==> src/rtl/store_alarm.sv <==
// Exit-scanner alarm: raises a blinking alarm on a stolen scan until the clerk
// acknowledges after a minimum hold time, and keeps saturating scan counts.
module store_alarm #(
    parameter int unsigned BLINK_HALF = 4,
    parameter int unsigned MIN_ALARM  = 8
) (
    input  logic       clk,
    input  logic       reset,
    input  logic       scan_valid,
    input  logic       sale,
    input  logic       stolen,
    input  logic       ack,
    output logic       alarm_led,
    output logic       buzzer,
    output logic [3:0] stolen_cnt,
    output logic [3:0] sale_cnt
);

    typedef enum logic [1:0] {
        IDLE  = 2'd0,
        ALARM = 2'd1,
        CLEAR = 2'd2
    } state_t;

    localparam logic [7:0] HOLD_MAX   = 8'(MIN_ALARM);
    localparam logic [7:0] BLINK_LAST = 8'(BLINK_HALF - 1);
    localparam logic [3:0] CNT_MAX    = 4'hF;

    state_t     state, state_n;
    logic [7:0] hold_tmr, hold_tmr_n;
    logic [7:0] blink_cnt, blink_cnt_n;
    logic       led_n, buzz_n;
    logic [3:0] stolen_cnt_n, sale_cnt_n;
    logic       stolen_hit, sale_hit;

    assign stolen_hit = scan_valid & stolen;
    assign sale_hit   = scan_valid & sale;

    always_ff @(posedge clk or posedge reset) begin
        if (reset) begin
            state      <= IDLE;
            hold_tmr   <= '0;
            blink_cnt  <= '0;
            alarm_led  <= 1'b0;
            buzzer     <= 1'b0;
            stolen_cnt <= '0;
            sale_cnt   <= '0;
        end else begin
            state      <= state_n;
            hold_tmr   <= hold_tmr_n;
            blink_cnt  <= blink_cnt_n;
            alarm_led  <= led_n;
            buzzer     <= buzz_n;
            stolen_cnt <= stolen_cnt_n;
            sale_cnt   <= sale_cnt_n;
        end
    end

    // Outputs are computed from the next state so the registered LED and
    // buzzer line up with the state register without extra latency.
    always_comb begin
        state_n     = state;
        hold_tmr_n  = hold_tmr;
        blink_cnt_n = blink_cnt;
        led_n       = 1'b0;
        buzz_n      = 1'b0;

        case (state)
            IDLE: begin
                if (stolen_hit) begin
                    state_n     = ALARM;
                    hold_tmr_n  = '0;
                    blink_cnt_n = '0;
                    led_n       = 1'b1;
                    buzz_n      = 1'b1;
                end
            end
            ALARM: begin
                if (ack && (hold_tmr == HOLD_MAX)) begin
                    state_n     = CLEAR;
                    hold_tmr_n  = '0;
                    blink_cnt_n = '0;
                end else begin
                    led_n = 1'b1;
                    if (hold_tmr != HOLD_MAX) begin
                        hold_tmr_n = hold_tmr + 8'd1;
                    end
                    if (blink_cnt == BLINK_LAST) begin
                        blink_cnt_n = '0;
                        buzz_n      = ~buzzer;
                    end else begin
                        blink_cnt_n = blink_cnt + 8'd1;
                        buzz_n      = buzzer;
                    end
                end
            end
            CLEAR: begin
                if (!ack) begin
                    state_n = IDLE;
                end
            end
            default: begin
                state_n = IDLE;
            end
        endcase
    end

    always_comb begin
        stolen_cnt_n = stolen_cnt;
        sale_cnt_n   = sale_cnt;
        if (stolen_hit && (stolen_cnt != CNT_MAX)) begin
            stolen_cnt_n = stolen_cnt + 4'd1;
        end
        if (sale_hit && (sale_cnt != CNT_MAX)) begin
            sale_cnt_n = sale_cnt + 4'd1;
        end
    end

endmodule

==> config.mk <==
export PLATFORM = sky130hd
export DESIGN_NAME = store_alarm
export DESIGN_NICKNAME = d
export VERILOG_FILES = /design/src/rtl/store_alarm.sv
export SDC_FILE = /design/constraint.sdc
export NUM_CORES = 1
export LEC_CHECK = 0
export BUFFER_PORTS_ARGS = -buffer_cell sky130_fd_sc_hd__buf_2
export CAP_MARGIN = 5
export CORE_MARGIN = 10
export CORE_UTILIZATION = 46
export CTS_BUF_LIST = sky130_fd_sc_hd__clkbuf_2 sky130_fd_sc_hd__clkbuf_4 sky130_fd_sc_hd__clkbuf_8
export CTS_CLUSTER_SIZE = 12
export DETAILED_ROUTE_END_ITERATION = 6
export PLACE_DENSITY = 0.66
export SYNTH_ARGS = -nofsm -noshare
export SYNTH_HDL_FRONTEND = slang
export SYNTH_SLANG_ARGS = --single-unit
==> constraint.sdc <==
create_clock -name clk -period 4.1 [get_ports clk]
set_clock_uncertainty 0.2 [all_clocks]
set_input_delay 0.41 -clock clk [delete_from_list [all_inputs] [get_ports clk]]
set_output_delay 0.41 -clock clk [all_outputs]
set_load 0.1 [all_outputs]
==> impl_metrics.py <==
metrics = {
    "status": {
        "status": "finished, final reports clean",
    },
    "sta": {
        "period_share_pct": 53.4,
        "setup_viol": 0,
        "slew_violations": 0,
        "grt_setup_unrepaired": "false",
        "finalSetupTns_ns": 0,
        "hold_viol": 0,
        "fin_crit_ns": 2.19,
        "max_freq_ghz": 0.457,
        "tightest_slew_ns": 1.02,
        "max_slew_margin_pct": 32.1,
    },
    "clock_network": {
        "hold_buffers": 0,
        "cts_tree": "done",
        "cts_setup_buffers": 0,
        "cts_made_buffers": 3,
        "clkTransAtPathRegs_ns": 0.15,
        "ctsResizeCount": 0,
        "h-tree-depth": 1,
        "cts.sinks": 28,
        "clockRootBuffer": "clkbuf_4",
        "insertion_delay_ns": 0.32,
        "clockBufferDepth": 2,
    },
    "route": {
        "dr.pass1.iters": 4,
        "wl_mm": 2.79,
        "viasPerCell": 5.52,
        "ant_nets": 0,
        "drcViolationCount": 0,
        "drtIter0Drc": 76,
        "wl_per_cell_um": 14.2,
        "vias": 1082,
    },
    "floorplan": {
        "die-width_um": 76.1,
        "die_height_um": 76.1,
        "std_cell_rows": 20,
        "dieArea_sq_um": 5790,
        "boundaryPins": 16,
        "core_sq_um": 3030,
        "initial_core_util_pct": 47.8,
    },
    "placed_design": {
        "dp_hpwl_mm": 2.10,
        "place_congestion": 0.816,
        "portBuffers": 15,
        "dpl-instance-area_sq_um": 1560,
    },
    "global_route": {
        "grt_overflow": 0,
        "grt_first_pass_wirelength_mm": 5.00,
        "grt_max_degree": 29,
        "grt_util_all_layers_pct": 10.0,
        "first_global_vias": 1125,
        "antenna_found_initial": 0,
    },
    "logic_synthesis": {
        "synthFlopType": "dfrtp_1",
        "ys_seq_elements": 28,
        "yosysSeqAreaShare_pct": 48.4,
        "ys_types": 43,
        "syn_inst": 136,
        "synth_edf_count": 0,
        "async_reset_ff_share_pct": 100,
        "syn_area_sq_um": 1450,
        "synth_nets": 147,
        "synth_warnings": 0,
        "avgSynthCellArea_sq_um": 10.6,
    },
    "critical_path": {
        "end_kind": "register",
        "cp-start-kind": "register",
        "crit_required_ns": 4.13,
        "worstPathMaxFanout": 8,
        "crit_type": "register to register",
        "cp.arrival_ns": 2.22,
        "reg2reg_depth": 4,
    },
    "min_path": {
        "hp-class": "input pin to async pin",
    },
    "layout": {
        "final_area_sq_um": 1620,
        "area_growth_pct": 11.7,
        "drive_gt1_share_pct": 17.8,
        "n_antenna_cell": 0,
        "nNetsFinal": 164,
    },
    "job": {
        "cap_viol_max_count": 0,
    },
}
cells in the final DEF, fill, tap and decap left out, types with 2 or more instances in the layout:
cell | netlist | routed
ha_1 | 5 | 5
o211ai_1 | 2 | 2
buf_2 | 2 | 15
clkbuf_4 | 0 | 3
mux2_2 | 2 | 2
o31ai_1 | 4 | 4
dfrtp_1 | 28 | 28
inv_1 | 5 | 5
and3_1 | 3 | 3
xnor2_1 | 6 | 6
a31oi_1 | 2 | 2
a2bb2oi_1 | 3 | 3
nand2b_1 | 2 | 2
mux2i_1 | 2 | 2
nor3_1 | 4 | 4
nor2_1 | 3 | 3
nor4_1 | 2 | 2
a211o_1 | 3 | 3
o21ai_0 | 5 | 5
nand2_1 | 19 | 19
a21oi_1 | 4 | 4
nand3_1 | 6 | 6
xor2_1 | 2 | 2
nand4_1 | 2 | 2
cells by family after synthesis:
kind of cell | count (synthesis) | synth area share [%]
AND/OR/NAND/NOR | 49 | 18.0
AO/OA/AOI/OAI | 33 | 18.2
flip-flops | 28 | 48.4
XOR/XNOR | 8 | 4.84
buffers and inverters | 8 | 2.25
multiplexers | 5 | 3.98
adder cells (fa/ha/maj) | 5 | 4.33
final timing paths:
check                               endpoint    startpoint  slack, ns
worst max-delay path                  buzzer  blink_cnt[0]       1.91
worst min-delay path             sale_cnt[1]         reset        0.1
worst max register to register        buzzer  blink_cnt[0]       1.91
worst min register to register   sale_cnt[3]   sale_cnt[3]       0.31
max in group asynchronous       blink_cnt[0]         reset       2.99
min in group clk                    state[1]           ack       0.16
registers in the layout, indices dropped and copies added (netlist names):
signal / flops
stolen_cnt: 4
alarm_led: 1
hold_tmr: 8
sale_cnt: 4
state: 2
buzzer: 1
blink_cnt: 8
cell usage after synthesis (all sizes together) (3+ instances only):
master | number | area (sq um)
mux2 | 3 | 37.5
a211o | 3 | 26.3
o21ai | 5 | 25.0
a31oi | 3 | 25.0
nor2 | 3 | 11.3
dfrtp | 28 | 701
a2bb2oi | 3 | 26.3
nand3 | 6 | 30.0
o31ai | 4 | 30.0
nand2 | 19 | 71.3
xnor2 | 6 | 52.6
a21oi | 4 | 20.0
and3 | 3 | 18.8
inv | 5 | 18.8
nor3 | 4 | 20.0
ha | 5 | 62.6
per-layer routing:
| metal | track usage, % | share of wire (%) |
|---|---|---|
| met5 | 0 | 0 |
| met4 | 3.72 | 0.43 |
| met3 | 2.83 | 3.9 |
| met2 | 16.8 | 49 |
| met1 | 11.8 | 46 |
stage by stage:
step	util, %	hold WS, ns	worst slack (ns)	std cells
4_1_cts	53.3	0.136	1.91	196
5_1_grt	53.3	0.131	1.78	196
6_report	53.3	0.0966	1.91	196
2_1_floorplan	-	0.275	1.95	136
3_3_place_gp	51.6	0.283	1.97	192
3_5_place_dp	51.6	0.289	1.94	192
critical path, stage by stage (launching register included):
cell	delay [ns]
dfrtp_1	0.41
ha_1	0.22
or4b_4	0.48
o41ai_4	0.45
mux2_4	0.34
final cells by class:
cell class | count | area, sq um
Clock buffer | 3 | 22.5
Clock inverter | 1 | 30.0
Fill cell | 274 | 1410
Inverter | 5 | 18.8
Multi-Input combinational cell | 100 | 713
Sequential cell | 28 | 701
Tap cell | 44 | 55.1
Timing Repair Buffer | 15 | 75.1
Power is not shown: default switching activity piles up to over one toggle a cycle in this logic, so the estimate is an artifact.
